<file path="src/rtl/swervolf_wbm_pkg.sv">
// Shared state encoding, counter width and default timeout for the Wishbone command master.
package swervolf_wbm_pkg;

    localparam int unsigned WBM_CNT_W       = 16;
    localparam int unsigned TIMEOUT_DEFAULT = 255;

    typedef enum logic [1:0] {
        ST_IDLE = 2'd0,
        ST_BUS  = 2'd1,
        ST_RESP = 2'd2
    } wbm_state_e;

    typedef struct packed {
        logic [31:0] rdt;
        logic        err;
    } wbm_rsp_t;

    // The counter flags its terminal value on the last wait cycle that is still allowed.
    function automatic logic [WBM_CNT_W-1:0] wbm_tc_value(input int unsigned timeout);
        wbm_tc_value = WBM_CNT_W'(timeout - 1);
    endfunction

endpackage

</file>
<file path="src/rtl/wb_cmd_master_if.sv">
// Command, response and Wishbone classic signal bundle for wb_cmd_master.
interface wb_cmd_master_if #(
    parameter int unsigned ADR_W = 6
);
    logic             i_cmd_valid;
    logic             o_cmd_ready;
    logic [ADR_W-1:0] i_cmd_adr;
    logic [31:0]      i_cmd_dat;
    logic [3:0]       i_cmd_sel;
    logic             i_cmd_we;

    logic             o_rsp_valid;
    logic             i_rsp_ready;
    logic [31:0]      o_rsp_rdt;
    logic             o_rsp_err;

    logic [ADR_W-1:0] o_wb_adr;
    logic [31:0]      o_wb_dat;
    logic [3:0]       o_wb_sel;
    logic             o_wb_we;
    logic             o_wb_cyc;
    logic             o_wb_stb;
    logic [31:0]      i_wb_rdt;
    logic             i_wb_ack;

    modport master (
        input  i_cmd_valid, i_cmd_adr, i_cmd_dat, i_cmd_sel, i_cmd_we,
        input  i_rsp_ready, i_wb_rdt, i_wb_ack,
        output o_cmd_ready, o_rsp_valid, o_rsp_rdt, o_rsp_err,
        output o_wb_adr, o_wb_dat, o_wb_sel, o_wb_we, o_wb_cyc, o_wb_stb
    );

    modport slave (
        output i_cmd_valid, i_cmd_adr, i_cmd_dat, i_cmd_sel, i_cmd_we,
        output i_rsp_ready, i_wb_rdt, i_wb_ack,
        input  o_cmd_ready, o_rsp_valid, o_rsp_rdt, o_rsp_err,
        input  o_wb_adr, o_wb_dat, o_wb_sel, o_wb_we, o_wb_cyc, o_wb_stb
    );

endinterface

</file>
<file path="src/rtl/wbm_timeout_ctr.sv">
// Wait-cycle counter for the bus phase; o_tc marks the last cycle allowed before timeout.
module wbm_timeout_ctr
    import swervolf_wbm_pkg::*;
#(
    parameter logic [WBM_CNT_W-1:0] TC_VALUE = wbm_tc_value(TIMEOUT_DEFAULT)
) (
    input  logic i_clk,
    input  logic i_rst_n,
    input  logic i_clear,
    input  logic i_enable,
    output logic o_tc
);

    logic [WBM_CNT_W-1:0] cnt_q;
    logic [WBM_CNT_W-1:0] cnt_d;

    assign o_tc = (cnt_q == TC_VALUE);

    // Hold at the terminal value so the count can never wrap back into range.
    always_comb begin
        cnt_d = cnt_q;
        if (i_clear) begin
            cnt_d = '0;
        end else if (i_enable && !o_tc) begin
            cnt_d = cnt_q + WBM_CNT_W'(1);
        end
    end

    always_ff @(posedge i_clk or negedge i_rst_n) begin
        if (!i_rst_n) begin
            cnt_q <= '0;
        end else begin
            cnt_q <= cnt_d;
        end
    end

endmodule

</file>
<file path="src/rtl/wb_cmd_master.sv">
// Single-outstanding Wishbone classic master: accepts one command, runs one bus cycle
// with an ack timeout, and holds the response until the consumer takes it.
module wb_cmd_master
    import swervolf_wbm_pkg::*;
#(
    parameter int unsigned ADR_W   = 6,
    parameter int unsigned TIMEOUT = TIMEOUT_DEFAULT
) (
    input  logic            i_clk,
    input  logic            i_rst_n,
    wb_cmd_master_if.master bus
);

    wbm_state_e       state_q;
    wbm_state_e       state_d;
    logic [ADR_W-1:0] wb_adr_q;
    logic [ADR_W-1:0] wb_adr_d;
    logic [31:0]      wb_dat_q;
    logic [31:0]      wb_dat_d;
    logic [3:0]       wb_sel_q;
    logic [3:0]       wb_sel_d;
    logic             wb_we_q;
    logic             wb_we_d;
    logic             wb_cyc_q;
    logic             wb_cyc_d;
    wbm_rsp_t         rsp_q;
    wbm_rsp_t         rsp_d;

    logic             accept;
    logic             ctr_clear;
    logic             ctr_enable;
    logic             ctr_tc;

    assign accept     = (state_q == ST_IDLE) && bus.i_cmd_valid;
    assign ctr_clear  = (state_q != ST_BUS);
    assign ctr_enable = (state_q == ST_BUS) && !bus.i_wb_ack;

    wbm_timeout_ctr #(
        .TC_VALUE (wbm_tc_value(TIMEOUT))
    ) u_timeout_ctr (
        .i_clk    (i_clk),
        .i_rst_n  (i_rst_n),
        .i_clear  (ctr_clear),
        .i_enable (ctr_enable),
        .o_tc     (ctr_tc)
    );

    always_comb begin
        state_d  = state_q;
        wb_adr_d = wb_adr_q;
        wb_dat_d = wb_dat_q;
        wb_sel_d = wb_sel_q;
        wb_we_d  = wb_we_q;
        wb_cyc_d = wb_cyc_q;
        rsp_d    = rsp_q;

        case (state_q)
            ST_IDLE: begin
                if (accept) begin
                    state_d  = ST_BUS;
                    wb_adr_d = bus.i_cmd_adr;
                    wb_dat_d = bus.i_cmd_dat;
                    wb_sel_d = bus.i_cmd_sel;
                    wb_we_d  = bus.i_cmd_we;
                    wb_cyc_d = 1'b1;
                end
            end
            ST_BUS: begin
                // Ack is tested first so an ack on the terminal wait cycle still completes cleanly.
                if (bus.i_wb_ack) begin
                    state_d   = ST_RESP;
                    wb_cyc_d  = 1'b0;
                    rsp_d.rdt = wb_we_q ? 32'h0 : bus.i_wb_rdt;
                    rsp_d.err = 1'b0;
                end else if (ctr_tc) begin
                    state_d   = ST_RESP;
                    wb_cyc_d  = 1'b0;
                    rsp_d.rdt = 32'h0;
                    rsp_d.err = 1'b1;
                end
            end
            ST_RESP: begin
                if (bus.i_rsp_ready) begin
                    state_d = ST_IDLE;
                end
            end
            default: begin
                state_d  = ST_IDLE;
                wb_cyc_d = 1'b0;
            end
        endcase
    end

    always_ff @(posedge i_clk or negedge i_rst_n) begin
        if (!i_rst_n) begin
            state_q  <= ST_IDLE;
            wb_adr_q <= '0;
            wb_dat_q <= '0;
            wb_sel_q <= '0;
            wb_we_q  <= 1'b0;
            wb_cyc_q <= 1'b0;
            rsp_q    <= '0;
        end else begin
            state_q  <= state_d;
            wb_adr_q <= wb_adr_d;
            wb_dat_q <= wb_dat_d;
            wb_sel_q <= wb_sel_d;
            wb_we_q  <= wb_we_d;
            wb_cyc_q <= wb_cyc_d;
            rsp_q    <= rsp_d;
        end
    end

    assign bus.o_cmd_ready = (state_q == ST_IDLE);
    assign bus.o_rsp_valid = (state_q == ST_RESP);
    assign bus.o_rsp_rdt   = rsp_q.rdt;
    assign bus.o_rsp_err   = rsp_q.err;
    assign bus.o_wb_adr    = wb_adr_q;
    assign bus.o_wb_dat    = wb_dat_q;
    assign bus.o_wb_sel    = wb_sel_q;
    assign bus.o_wb_we     = wb_we_q;
    assign bus.o_wb_cyc    = wb_cyc_q;
    assign bus.o_wb_stb    = wb_cyc_q;

endmodule

</file>
<file path="src/flat_wrapper.sv">
// flat-port wrapper written by rule: the top's interface ports become plain ports
module wb_cmd_master_flat import swervolf_wbm_pkg::*;
#(
    parameter int unsigned ADR_W   = 6,
    parameter int unsigned TIMEOUT = TIMEOUT_DEFAULT
)
  (i_clk, i_rst_n, bus_i_cmd_valid, bus_i_cmd_adr, bus_i_cmd_dat, bus_i_cmd_sel, bus_i_cmd_we, bus_i_rsp_ready, bus_i_wb_rdt, bus_i_wb_ack, bus_o_cmd_ready, bus_o_rsp_valid, bus_o_rsp_rdt, bus_o_rsp_err, bus_o_wb_adr, bus_o_wb_dat, bus_o_wb_sel, bus_o_wb_we, bus_o_wb_cyc, bus_o_wb_stb);
  wb_cmd_master_if #(.ADR_W(ADR_W)) bus_i ();
  input  logic i_clk;
  input  logic i_rst_n;
  input wire logic [$bits(bus_i.i_cmd_valid)-1:0] bus_i_cmd_valid;
  input wire logic [$bits(bus_i.i_cmd_adr)-1:0] bus_i_cmd_adr;
  input wire logic [$bits(bus_i.i_cmd_dat)-1:0] bus_i_cmd_dat;
  input wire logic [$bits(bus_i.i_cmd_sel)-1:0] bus_i_cmd_sel;
  input wire logic [$bits(bus_i.i_cmd_we)-1:0] bus_i_cmd_we;
  input wire logic [$bits(bus_i.i_rsp_ready)-1:0] bus_i_rsp_ready;
  input wire logic [$bits(bus_i.i_wb_rdt)-1:0] bus_i_wb_rdt;
  input wire logic [$bits(bus_i.i_wb_ack)-1:0] bus_i_wb_ack;
  output wire logic [$bits(bus_i.o_cmd_ready)-1:0] bus_o_cmd_ready;
  output wire logic [$bits(bus_i.o_rsp_valid)-1:0] bus_o_rsp_valid;
  output wire logic [$bits(bus_i.o_rsp_rdt)-1:0] bus_o_rsp_rdt;
  output wire logic [$bits(bus_i.o_rsp_err)-1:0] bus_o_rsp_err;
  output wire logic [$bits(bus_i.o_wb_adr)-1:0] bus_o_wb_adr;
  output wire logic [$bits(bus_i.o_wb_dat)-1:0] bus_o_wb_dat;
  output wire logic [$bits(bus_i.o_wb_sel)-1:0] bus_o_wb_sel;
  output wire logic [$bits(bus_i.o_wb_we)-1:0] bus_o_wb_we;
  output wire logic [$bits(bus_i.o_wb_cyc)-1:0] bus_o_wb_cyc;
  output wire logic [$bits(bus_i.o_wb_stb)-1:0] bus_o_wb_stb;
  assign bus_i.i_cmd_valid = bus_i_cmd_valid;
  assign bus_i.i_cmd_adr = bus_i_cmd_adr;
  assign bus_i.i_cmd_dat = bus_i_cmd_dat;
  assign bus_i.i_cmd_sel = bus_i_cmd_sel;
  assign bus_i.i_cmd_we = bus_i_cmd_we;
  assign bus_i.i_rsp_ready = bus_i_rsp_ready;
  assign bus_i.i_wb_rdt = bus_i_wb_rdt;
  assign bus_i.i_wb_ack = bus_i_wb_ack;
  assign bus_o_cmd_ready = bus_i.o_cmd_ready;
  assign bus_o_rsp_valid = bus_i.o_rsp_valid;
  assign bus_o_rsp_rdt = bus_i.o_rsp_rdt;
  assign bus_o_rsp_err = bus_i.o_rsp_err;
  assign bus_o_wb_adr = bus_i.o_wb_adr;
  assign bus_o_wb_dat = bus_i.o_wb_dat;
  assign bus_o_wb_sel = bus_i.o_wb_sel;
  assign bus_o_wb_we = bus_i.o_wb_we;
  assign bus_o_wb_cyc = bus_i.o_wb_cyc;
  assign bus_o_wb_stb = bus_i.o_wb_stb;
  wb_cmd_master #(.ADR_W(ADR_W), .TIMEOUT(TIMEOUT)) u_core (.i_clk(i_clk), .i_rst_n(i_rst_n), .bus(bus_i));
endmodule
</file>
<file path="config.mk">
export PLATFORM = sky130hd
export DESIGN_NAME = wb_cmd_master_flat
export DESIGN_NICKNAME = d
export VERILOG_FILES = /design/src/rtl/swervolf_wbm_pkg.sv /design/src/rtl/wb_cmd_master_if.sv /design/src/rtl/wbm_timeout_ctr.sv /design/src/rtl/wb_cmd_master.sv /design/src/flat_wrapper.sv
export SDC_FILE = /design/constraint.sdc
export NUM_CORES = 1
export LEC_CHECK = 0
export CAP_MARGIN = 20
export CORE_MARGIN = 4
export CORE_UTILIZATION = 35
export CTS_CLUSTER_DIAMETER = 200
export DETAILED_ROUTE_END_ITERATION = 8
export DONT_BUFFER_PORTS = 1
export GPL_TIMING_DRIVEN = 1
export PLACE_DENSITY = 0.56
export SLEW_MARGIN = 5
export SYNTH_ARGS = -nofsm -noshare
export SYNTH_HDL_FRONTEND = slang
export SYNTH_SLANG_ARGS = --single-unit
</file>
<file path="constraint.sdc">
create_clock -name i_clk -period 1.8 [get_ports i_clk]
set_input_delay 0.36 -clock i_clk [delete_from_list [all_inputs] [get_ports i_clk]]
set_output_delay 0.36 -clock i_clk [all_outputs]
set_load 0.05 [all_outputs]
</file>
### Yosys cells after proc, flatten, opt, wreduce, memory -nomap -nowiden

Index checks and enable logic that the tools add are counted.

| storage, ports and cells | value |
|---|---|
| register bits after elaboration | 95 |
| output and inout bits | 80 |
| logic and storage cells | 44 |

| cells by class | value |
|---|---|
| add/subtract/negate cells | 1 |
| equal/unequal tests | 7 |
| muxes and demuxes | 14 |
| bitwise gates (word level) | 1 |
| reductions and logical operators | 12 |

Operator list:

| cell | number |
|---|---|
| $mux 33 | 2 |
| $mux 16 | 2 |
| $mux 32 | 1 |
| $add 16x1->16 const B | 1 |
| $eq 16x8->1 const B | 1 |
| $mux 2 | 4 |
| $pmux 2 s3 | 1 |
| $reduce_and 3->1 | 2 |
| $ne 2x1->1 const B | 2 |
| $reduce_and 2->1 | 2 |
| $reduce_bool 2->1 | 2 |
| $logic_and 1x1->1 | 3 |
| $mux 1 | 3 |
| $ne 3x3->1 const B | 1 |
| $pmux 1 s3 | 1 |
| $eq 2x1->1 const B | 1 |
| $eq 2x2->1 const B | 1 |
| $logic_not 1->1 | 2 |
| $logic_not 2->1 | 1 |
| $ne 2x2->1 const B | 1 |
| $not 1->1 | 1 |

### Depth between registers and ports, before layout

Gate-level depths: netlist of the first run.

| depth | value |
|---|---|
| word-level depth | 5 |
| gate-level depth with buffers | 6 |
| gate-level depth less buffers | 5 |

### Modules after synthesis

Synthesis of the first run repeated with hierarchy kept, for this count alone.

| second synthesis, totals | value |
|---|---|
| cells, all modules | 347 |
| area total of the unflattened synthesis | 4274.1 um^2 |

Modules (own cells, without submodules):

| module | instances | cells an instance | area an instance (um^2) | sequential area each (um^2) |
|---|---|---|---|---|
| wb_cmd_master | 1 | 254 | 3352.0 | 1976.9 |
| wbm_timeout_ctr | 1 | 93 | 922.1 | 400.4 |

### Worst setup path before layout of the first run

Ideal clock, no wire load.

| timing | value |
|---|---|
| path type | reg-to-reg |
| from | reg u_core.state_q[0] |
| to | reg u_core.wb_adr_q[0], in the netlist u_core.bus.o_wb_adr[0] |
| setup time | 125 ps |
| arrival | 2016 ps |
| data required time | 1675 ps |
| path slack | -340 ps |
| cell stages (with the launch flop) | 6 |
| path buffers | 2 |
| cell sequence | dfrtp_1 -> nor2_1 -> and2_1 -> buf_2 -> buf_2 -> mux2_2 |

| between the ends | value |
|---|---|
| word-level cells in the longest chain between the ends | 3 |

RTL lines:

| item | RTL line | text |
|---|---|---|
| start, declared | wb_cmd_master.sv:14 | `wbm_state_e state_q;` |
| start signal, assigned | wb_cmd_master.sv:104 | `state_q <= state_d;` |
| $logic_not 2->1 * | n/a |  |
| net bus_o_cmd_ready | flat_wrapper.sv:19 | `output wire logic [$bits(bus_i.o_cmd_ready)-1:0] bus_o_cmd_ready;` |
| $logic_and 1x1->1 | wb_cmd_master.sv:34 | `assign accept = (state_q == ST_IDLE) && bus.i_cmd_valid;` |
| $reduce_and 2->1 (no line) * | n/a |  |
| end signal, assigned | wb_cmd_master.sv:105 | `wb_adr_q <= wb_adr_d;` |
| end, declared | wb_cmd_master.sv:16 | `logic [ADR_W-1:0] wb_adr_q;` |

Mark *: on every way through the listed nets, which the timed path passes. The rest lies on a longest branch.
A chain may end at the register's enable or synchronous reset.

### Worst setup path in the final report of the first run

| timing | value |
|---|---|
| from | reg u_core.u_timeout_ctr.cnt_q[0] |
| to | reg u_core.u_timeout_ctr.cnt_q[8] |

| between the ends | value |
|---|---|
| word-level cells in the longest chain between the ends | 4 |
| elaborated cells between the ends (all ways) | 7 |

RTL lines:

| item | RTL line | text |
|---|---|---|
| start, declared | wbm_timeout_ctr.sv:14 | `logic [WBM_CNT_W-1:0] cnt_q;` |
| start signal, assigned | wbm_timeout_ctr.sv:33 | `cnt_q <= cnt_d;` |
| branches (longest 4 deep; another with $add 16x1->16) | n/a |  |

Parallel ways; which one is timed is not known. The select of a mux whose other input is x is not followed.

==> results of run 1 <==
## metrics by stage
stage          cell area (µm²)  utilization [%]  hold slack, ns
5_1_grt                   4340             39.9          -0.373
3_3_place_gp              4110             37.8          0.0663
2_1_floorplan             3930                -          0.0644
6_report                  4340             39.9          -0.330
4_1_cts                   4330             39.8          -0.369
3_5_place_dp              4110             37.8          0.0660
## timing repair
| item | CTS | global route |
|---|---|---|
| gates resized for setup | 0 | 1 |
| endpoints found under the hold margin | 95 | 95 |
| setup endpoints to repair | 0 | 4 |
| buffers inserted | 0 | 1 |
## worst reg2reg max path: stages (launching register included)
cell and delay [ns]:
dfrtp_2 0.41, inv_1 0.05, ha_1 0.21, and4b_4 0.22
buf_4 0.17, or3_1 0.34, a21oi_1 0.18
## kinds of logic after synthesis
logic type,after synthesis,share of synthesized area [%]
AND/OR/NAND/NOR,54,8.87
adder cells (fa/ha/maj),2,0.638
buffers and inverters,27,3.73
multiplexers,43,12.4
AO/OA/AOI/OAI,60,12.9
XOR/XNOR,4,0.894
flip-flops,95,60.6
## cell type report
cell class / count / area (µm²) / share of cell area [%]
clock buffers: 10 / 128 / 2.94
clock inverters: 6 / 92.6 / 2.13
inverters: 5 / 18.8 / 0.432
multi-input cells: 163 / 1410 / 32.4
flip-flops and latches: 95 / 2380 / 54.8
well taps: 140 / 175 / 4.04
repair buffers: 14 / 143 / 3.29
## worst paths after layout
| kind | from | to | depth (start not counted) | slack, ns |
|---|---|---|---|---|
| max | u_core.u_timeout_ctr.cnt_q[0] | u_core.u_timeout_ctr.cnt_q[8] | 6 | 0.14 |
| min | i_rst_n | u_core.u_timeout_ctr.cnt_q[1] | 0 | -0.33 |
| max reg2reg | u_core.u_timeout_ctr.cnt_q[0] | u_core.u_timeout_ctr.cnt_q[8] | 6 | 0.14 |
| min reg2reg | u_core.u_timeout_ctr.cnt_q[15] | u_core.u_timeout_ctr.cnt_q[15] | 2 | 0.54 |
| max in group asynchronous | i_rst_n | u_core.u_timeout_ctr.cnt_q[0] | 0 | 1.94 |
| min in group i_clk | bus_i_wb_ack | u_core.bus.o_rsp_err | 1 | 0.07 |
## synth_stat cells (2+ instances only)
cell type,count
nand2_1,3
and3_1,4
nor3_1,2
buf_2,11
inv_1,5
or4_1,2
a32o_1,32
and2_1,2
buf_6,3
nand4_1,7
ha_1,2
nand3_1,8
or3_1,4
nand2b_1,2
mux2_2,43
xor2_1,4
a31oi_1,6
clkbuf_1,4
o21ai_0,6
nor2_2,2
a21oi_1,7
buf_4,2
nor2_1,6
dfrtp_1,95
## metal layers
metal	global-route usage [%]	up-vias
met2	20.7	128
met4	5.70	0
met1	16.7	1183
met5	0	-
li1	-	1080
met3	7.96	17
## flip-flops by register name, indices dropped and copies added, names as in the netlist
signal                      flops
u_core.bus.o_wb_we              1
u_core.bus.o_wb_dat            32
u_core.bus.o_wb_sel             4
u_core.bus.o_rsp_err            1
u_core.state_q                  2
u_core.u_timeout_ctr.cnt_q     16
u_core.bus.o_wb_adr             6
u_core.bus.o_wb_cyc             1
u_core.bus.o_rsp_rdt           32
==> run summary, run 1 <==
Run status
* result of the run: finished, violations left
* failing checks: negative hold slack

Cells and area
* top library cells by usage in the layout, fill and taps aside: 94 x dfrtp_1, 43 x mux2_2, 32 x a32o_1
* final net count: 370
* most frequent standard cell in the layout excluding fill and tap cells: dfrtp_1
* area growth from synthesis to final layout: 10.7%
* share of layout cells above drive strength 1: 28.7%
* non-filler instance count after layout: 433
* diode insertion count for antenna repair: 0
* number of inserted filler cells in the final layout: 1043

Clock network
* source-to-sink clock delay at the later pin of the worst-skew pair: 0.37 ns
* TritonCTS clock tree: yes
* number of clock sinks: 95
* TritonCTS Buffers: 9
* clock transition at the registers of the reported paths: 0.10 ns
* H-tree Lvls: 3
* deepest clock path buffer count: 2
* clock root buffer: clkbuf_8

GRT
* initial antenna violation count: 0
* GR Overflow Total: 0
* maximum number of pins on one net before global-route repair: 96
* global-route usage over all layers: 13.9%
* vias in the first global route: 2615
* wire length of the first global-routing pass: 14000 µm

Timing
* count of final setup violators: 0
* Slew @ Worst Pin: 0.572 ns
* Final Hold Violating Endpoints: 95
* RSZ-0062 raised after global routing: false
* Max Transition Viols Final: 0
* Total Neg Setup Slack: 0 ns
* worst hold margin: -0.330 ns
* final worst path period share: 92.1%
* time the worst path needs with I/O delays and setup: 1.66 ns
* worst-case setup margin in the final layout: 0.143 ns
* tightest slew margin relative to the limit: 61.9%
* maximum clock frequency: 0.603 GHz
* setup clock skew after layout: 0.0103 ns

Drt
* number of design-rule violations left by the first detailed-router iteration: 168
* top routing layer in use: met4
* first-pass iteration count of the detailed router: 4
* Met1 Routed Length: 3480 µm
* via count: 2408
* DRC Markers: 0
* wire length after detailed routing: 8780 µm
* met2 routed WL: 4010 µm
* met3 wire length: 1140 µm
* post-DR vias/cell: 5.56
* Antenna Violating Nets Remaining: 0
* post-detailed-route wirelength per cell: 20.3 µm

Die
* die footprint: 0.0130 mm²
* width of the die: 114 µm
* number of standard-cell rows in the floorplan: 38
* initial standard-cell utilization of the core: 36.0%
* Std-Cell Core Area: 0.0109 mm²
* io pins: 160
* chip height: 114 µm

Worst setup path
* Slowest cell on crit path: dfrtp_2
* path type of the worst setup path: flip-flop to flip-flop
* Required @ worst endpoint: 2.10 ns
* number of buffers and inverters on the critical path: 2
* sort of element at the end of the critical path: flip-flop
* maximum fanout along the worst path: 10
* largest stage delay on the critical path: 0.41 ns
* CP delay by family, top: simple AND/OR/NAND/NOR gates
* Worst EP arrival: 1.96 ns
* kind of launch point of the worst setup path: flip-flop
* worst path cell trace: inv_1, ha_1, and4b_4, buf_4, or3_1, a21oi_1

Synthesis
* share of flip-flops with an asynchronous set or reset: 100%
* Yosys reg bits: 95
* yosys warns: 0
* area share of the leading cell type in the synthesized netlist: 60.6%
* ys flop type: dfrtp_1
* number of synthesized flops with an enable pin: 0
* cell area after technology mapping: 0.00392 mm²
* post-synthesis area per instance: 13.8 µm²
* library cell occupying the most area in the post-synthesis netlist: dfrtp_1
* fraction of the yosys area taken by sequential cells: 60.6%
* gate count after technology mapping: 285
* Post-Syn Nets: 367
* count of different cell masters after synthesis: 47
* Synth area leaders: dfrtp_1 61%, mux2_2 12%, a32o_1 8.2%

Placement
* count of input and output buffers: 0
* Post-Place Setup Slack: 0.0839 ns
* routability congestion estimate from global placement: 0.776
* Placed Cells incl. Taps: 416
* HPWL after DPL: 5970 µm

Hold path
* type of the tightest min-delay check: input pin to asynchronous set/reset pin

Flow run
* count of maximum capacitance violations: 0

Power of run 1 is not shown: default switching activity piles up to over one toggle a cycle in this logic, so the estimate is an artifact.
==> run 2: changes to the inputs <==
- CORE_UTILIZATION: 35 -> 62
- PLACE_DENSITY: 0.56 -> 0.85
==> run summary, run 2 (synthesis gave the netlist of run 1 again) <==
Drt
* DRC Markers: 0, unchanged
* post-detailed-route wirelength per cell: 22.1 µm, was 20.3 µm
* number of design-rule violations left by the first detailed-router iteration: 122, was 168
* wire length after detailed routing: 8220 µm, was 8780 µm
* Antenna Violating Nets Remaining: 0, unchanged
* post-DR vias/cell: 6.59, was 5.56
* via count: 2446, was 2408
* first-pass iteration count of the detailed router: 4, unchanged

Clock network
* deepest clock path buffer count: 2, unchanged
* number of post-CTS setup repair buffers: 0, unchanged
* H-tree Lvls: 3, unchanged
* clock root buffer: clkbuf_8, unchanged
* TritonCTS clock tree: yes, unchanged
* TritonCTS Buffers: 9, unchanged
* clock transition at the registers of the reported paths: 0.10 ns, about the same
* source-to-sink clock delay at the later pin of the worst-skew pair: 0.36 ns, was 0.37 ns
* number of clock sinks: 95, unchanged

Worst setup path
* reg-to-reg setup timing slack: 0.12 ns, was 0.14 ns
* maximum fanout along the worst path: 4, was 10
* kind of launch point of the worst setup path: flip-flop, unchanged
* CP Depth: 3, was 6
* reg2reg start: u_core.u_timeout_ctr.cnt_q[10], was u_core.u_timeout_ctr.cnt_q[0]
* worst path cell trace: buf_4, nor2_1, buf_4, was inv_1, ha_1, and4b_4, buf_4, or3_1, a21oi_1
* depth of the worst register-to-register path: 4, was 6
* CP delay by family, top: flip-flops, was simple AND/OR/NAND/NOR gates
* Slowest cell on crit path: dfrtp_1, was dfrtp_2
* endpoint of the worst-slack reg-to-reg timing path: u_core.bus.o_rsp_rdt[28], was u_core.u_timeout_ctr.cnt_q[8]
* largest stage delay on the critical path: 0.39 ns, was 0.41 ns
* most frequent cell on the critical path: buf_4
* sort of element at the end of the critical path: output pin, was flip-flop
* path type of the worst setup path: flip-flop to output pin, was flip-flop to flip-flop
* number of buffers and inverters on the critical path: 2, unchanged
* Worst EP arrival: 1.33 ns, was 1.96 ns
* Required @ worst endpoint: 1.44 ns, was 2.10 ns

Timing
* worst hold margin: -0.313 ns, was -0.330 ns
* RSZ-0062 raised after global routing: false, unchanged
* maximum clock frequency: 0.593 GHz, was 0.603 GHz
* final worst path period share: 93.7%, was 92.1%
* tightest slew margin relative to the limit: 64.5%, was 61.9%
* Max Transition Viols Final: 0, unchanged
* Slew @ Worst Pin: 0.532 ns, was 0.572 ns
* time the worst path needs with I/O delays and setup: 1.69 ns, was 1.66 ns
* setup clock skew after layout: 0.0104 ns, was 0.0103 ns
* Final Hold Violating Endpoints: 95, unchanged
* count of final setup violators: 0, unchanged

GRT
* wire length of the first global-routing pass: 12400 µm, was 14000 µm
* initial antenna violation count: 0, unchanged
* vias in the first global route: 2547, was 2615
* GR Overflow Total: 0, unchanged
* global-route usage over all layers: 21.3%, was 13.9%
* maximum number of pins on one net before global-route repair: 96, unchanged

Cells and area
* post-layout utilization of the core: 70.5%, was 39.9%
* share of layout cells above drive strength 1: 29.7%, was 28.7%
* diode insertion count for antenna repair: 0, unchanged
* area growth from synthesis to final layout: 8.43%, was 10.7%
* most frequent standard cell in the layout excluding fill and tap cells: dfrtp_1, unchanged
* final net count: 373, was 370
* number of inserted filler cells in the final layout: 410, was 1043
* top library cells by usage in the layout, fill and taps aside: 94 x dfrtp_1, 43 x mux2_2, 32 x a32o_1, unchanged

Placement
* HPWL after DPL: 5770 µm, was 5970 µm
* count of input and output buffers: 0, unchanged
* routability congestion estimate from global placement: 0.783, was 0.776

Die
* io pins: 160, unchanged
* number of standard-cell rows in the floorplan: 28, was 38
* chip height: 87.5 µm, was 114 µm
* initial standard-cell utilization of the core: 65.1%, was 36.0%
* Std-Cell Core Area: 0.00603 mm², was 0.0109 mm²
* die footprint: 0.00766 mm², was 0.0130 mm²
* width of the die: 87.5 µm, was 114 µm

Run status
* result of the run: finished, violations left, unchanged
* failing checks: negative hold slack, unchanged

Flow run
* count of maximum capacitance violations: 0, unchanged

Hold path
* type of the tightest min-delay check: input pin to asynchronous set/reset pin, unchanged

## run 2: worst max path at each step
| stage | startpoint | end | slack [ns] |
|---|---|---|---|
| 2_1_floorplan | u_core.state_q[0] | u_core.bus.o_wb_adr[0] | 0.07 |
| 3_3_place_gp | u_core.state_q[1] | u_core.bus.o_rsp_rdt[23] | -0.02 |
| 3_5_place_dp | u_core.u_timeout_ctr.cnt_q[10] | u_core.bus.o_rsp_rdt[25] | 0.04 |
| 4_1_cts | u_core.u_timeout_ctr.cnt_q[10] | u_core.bus.o_rsp_rdt[28] | 0.01 |
| 5_1_grt | u_core.state_q[1] | bus_o_rsp_valid | 0.008 |
| 6_report | u_core.state_q[0] | bus_o_rsp_valid | 0.11 |
## run 2: timing repair
action,4_1_cts,5_1_grt
endpoints found under the hold margin,95,95
resized for setup,0,3
endpoints found under the setup margin,0,33
## run 2: final cells by class
class | count | area [µm²] | area share, %
clock inverter | 7 | 67.6 | 1.59
sequential | 95 | 2380 | 56.0
multi-input combinational | 164 | 1430 | 33.6
inverter | 5 | 18.8 | 0.442
tap | 75 | 93.8 | 2.21
clock buffer | 9 | 124 | 2.91
timing repair buffer | 16 | 140 | 3.30
## run 2: layer usage
metal  vias to the layer above  wire (µm)  global-route usage, %  share of wire, %
met5                         -          0                      0                 0
met4                         0        126                   7.81               1.5
met3                         9        980                   10.5                12
met2                       133       4010                   33.2                49
met1                      1213       3100                   25.7                38
li1                       1091          -                      -                 -
## run 2: per-stage QoR
step | TNS (ns) | setup WS (ns) | hold WS, ns | cell area (µm²) | instances
floorplan | 0 | 0.0727 | 0.0644 | 3930 | 285
global placement | -0.516 | -0.0207 | 0.0677 | 4020 | 353
detailed placement | 0 | 0.0371 | 0.0671 | 4040 | 354
CTS | 0 | 0.0128 | -0.326 | 4230 | 370
global route | 0 | 0.00755 | -0.343 | 4250 | 371
finish | 0 | 0.114 | -0.313 | 4250 | 371
## run 2: worst reg2reg max path, stage by stage (launching register included)
cell	delay (ns)
dfrtp_1	0.43
nor4_2	0.27
and4b_4	0.32
nand3_4	0.21
a32o_1	0.34
Power of run 2 is left out for the same reason.
==> run 3: changes to the inputs <==
- CORE_UTILIZATION: 62 -> 25
- CTS_CLUSTER_SIZE: not set -> 12
- PLACE_DENSITY: 0.85 -> 0.45
==> run summary, run 3 (synthesis gave the netlist of run 1 again) <==
Clock network
* TritonCTS Buffers: 9, unchanged
* clock root buffer: clkbuf_16, was clkbuf_8
* deepest clock path buffer count: 2, unchanged
* source-to-sink clock delay at the later pin of the worst-skew pair: 0.35 ns, was 0.36 ns
* clock transition at the registers of the reported paths: 0.07 ns, was 0.10 ns
* number of clock sinks: 95, unchanged
* TritonCTS clock tree: yes, unchanged
* H-tree Lvls: 3, unchanged

Cells and area
* top library cells by usage in the layout, fill and taps aside: 94 x dfrtp_1, 43 x mux2_2, 32 x a32o_1, unchanged
* most frequent standard cell in the layout excluding fill and tap cells: dfrtp_1, unchanged
* area growth from synthesis to final layout: 15.9%, was 8.43%
* share of layout cells above drive strength 1: 30.0%, was 29.7%
* diode insertion count for antenna repair: 0, unchanged
* final net count: 374, was 373

Die
* chip height: 133 µm, was 87.5 µm
* die footprint: 0.0177 mm², was 0.00766 mm²
* io pins: 160, unchanged
* initial standard-cell utilization of the core: 25.7%, was 65.1%
* Std-Cell Core Area: 0.0153 mm², was 0.00603 mm²
* width of the die: 133 µm, was 87.5 µm
* number of standard-cell rows in the floorplan: 45, was 28

Timing
* Final Hold Violating Endpoints: 95, unchanged
* Max Transition Viols Final: 0, unchanged
* setup clock skew after layout: 0.00935 ns, was 0.0104 ns
* Total Neg Setup Slack: 0 ns, unchanged
* RSZ-0062 raised after global routing: false, unchanged
* Slew @ Worst Pin: 0.594 ns, was 0.532 ns
* final worst path period share: 92.2%, was 93.7%
* time the worst path needs with I/O delays and setup: 1.66 ns, was 1.69 ns
* count of final setup violators: 0, unchanged
* worst hold margin: -0.295 ns, was -0.313 ns
* maximum clock frequency: 0.602 GHz, was 0.593 GHz
* tightest slew margin relative to the limit: 60.4%, was 64.5%

Worst setup path
* largest stage delay on the critical path: 0.42 ns, was 0.39 ns
* reg2reg start: u_core.u_timeout_ctr.cnt_q[0], was u_core.u_timeout_ctr.cnt_q[10]
* worst path cell trace: inv_1, ha_1, and4b_4, buf_4, or3_1, a21oi_1, was buf_4, nor2_1, buf_4
* sort of element at the end of the critical path: flip-flop, was output pin
* worst setup path startpoint: u_core.u_timeout_ctr.cnt_q[0], was u_core.state_q[0]
* Slowest cell on crit path: dfrtp_2, was dfrtp_1
* Required @ worst endpoint: 2.06 ns, was 1.44 ns
* path type of the worst setup path: flip-flop to flip-flop, was flip-flop to output pin
* kind of launch point of the worst setup path: flip-flop, unchanged
* Worst EP arrival: 1.92 ns, was 1.33 ns
* maximum fanout along the worst path: 7, was 4

Drt
* number of design-rule violations left by the first detailed-router iteration: 91, was 122
* via count: 2490, was 2446
* post-detailed-route wirelength per cell: 17.8 µm, was 22.1 µm
* DRC Markers: 0, unchanged
* post-DR vias/cell: 4.90, was 6.59
* first-pass iteration count of the detailed router: 4, unchanged
* wire length after detailed routing: 9040 µm, was 8220 µm
* Antenna Violating Nets Remaining: 0, unchanged

Flow run
* count of maximum capacitance violations: 0, unchanged

GRT
* global-route usage over all layers: 10.2%, was 21.3%
* wire length of the first global-routing pass: 14200 µm, was 12400 µm
* initial antenna violation count: 0, unchanged
* vias in the first global route: 2613, was 2547
* GR Overflow Total: 0, unchanged
* maximum number of pins on one net before global-route repair: 96, unchanged

Placement
* routability congestion estimate from global placement: 0.761, was 0.783
* count of input and output buffers: 0, unchanged
* HPWL after DPL: 6230 µm, was 5770 µm

Run status
* failing checks: negative hold slack, unchanged
* result of the run: finished, violations left, unchanged

Hold path
* type of the tightest min-delay check: input pin to asynchronous set/reset pin, unchanged

run 3: cell count changes in the layout (fill, tap and decap cells not counted), sizes merged:
cell / before / now
buf: 16 / 18
nand3: 11 / 10
clkbuf: 9 / 10
clkinv: 5 / 3
bufinv: 0 / 1
run 3: cell type report:
| cell class | count | area (µm²) |
|---|---|---|
| multi-input combinational | 163 | 1410 |
| fill | 1563 | 10700 |
| inverter | 5 | 18.8 |
| sequential | 95 | 2380 |
| clock inverter | 6 | 66.3 |
| clock buffer | 10 | 239 |
| timing repair buffer | 18 | 173 |
| tap | 211 | 264 |
run 3: path summary, 6_finish.rpt:
kind / cells after the start / slack [ns] / to
max: 6 / 0.14 / u_core.u_timeout_ctr.cnt_q[8]
min: 0 / -0.30 / u_core.bus.o_wb_dat[4]
max reg2reg: 6 / 0.14 / u_core.u_timeout_ctr.cnt_q[8]
min reg2reg: 2 / 0.54 / u_core.u_timeout_ctr.cnt_q[15]
max in group asynchronous: 0 / 1.93 / u_core.u_timeout_ctr.cnt_q[0]
min in group i_clk: 1 / 0.11 / u_core.bus.o_rsp_err
run 3: timing repair:
action,in CTS,in global routing
resized for setup,0,1
buffers inserted,0,3
hold endpoints to repair,95,95
endpoints found under the setup margin,0,11
run 3: per-layer routing:
layer,wire [µm],part of all wire [%],vias to the layer above,track usage [%]
li1,-,-,1095,-
met1,3730,41,1249,12.3
met2,4160,46,129,15.0
met3,907,10,17,4.76
met4,238,2.6,0,5.54
met5,0,0,-,0
run 3: worst max-delay path: cells and delay by family, from the launching register on:
kind,cells,cell delay (ns)
flops,1,0.42
compound gates,1,0.17
fa+ha+maj,1,0.21
simple gates,2,0.55
buf+inv,2,0.22
run 3: stage by stage:
step                setup WS, ns  std cells  utilization (%)  instance area, µm²
floorplan                 0.0727        285                -                3930
global placement           0.124        489             27.6                4220
detailed placement        0.0939        489             27.6                4220
CTS                       0.0831        505             29.6                4520
global route              0.0451        508             29.8                4540
finish                     0.140        508             29.8                4540
Power of run 3 is left out for the same reason.
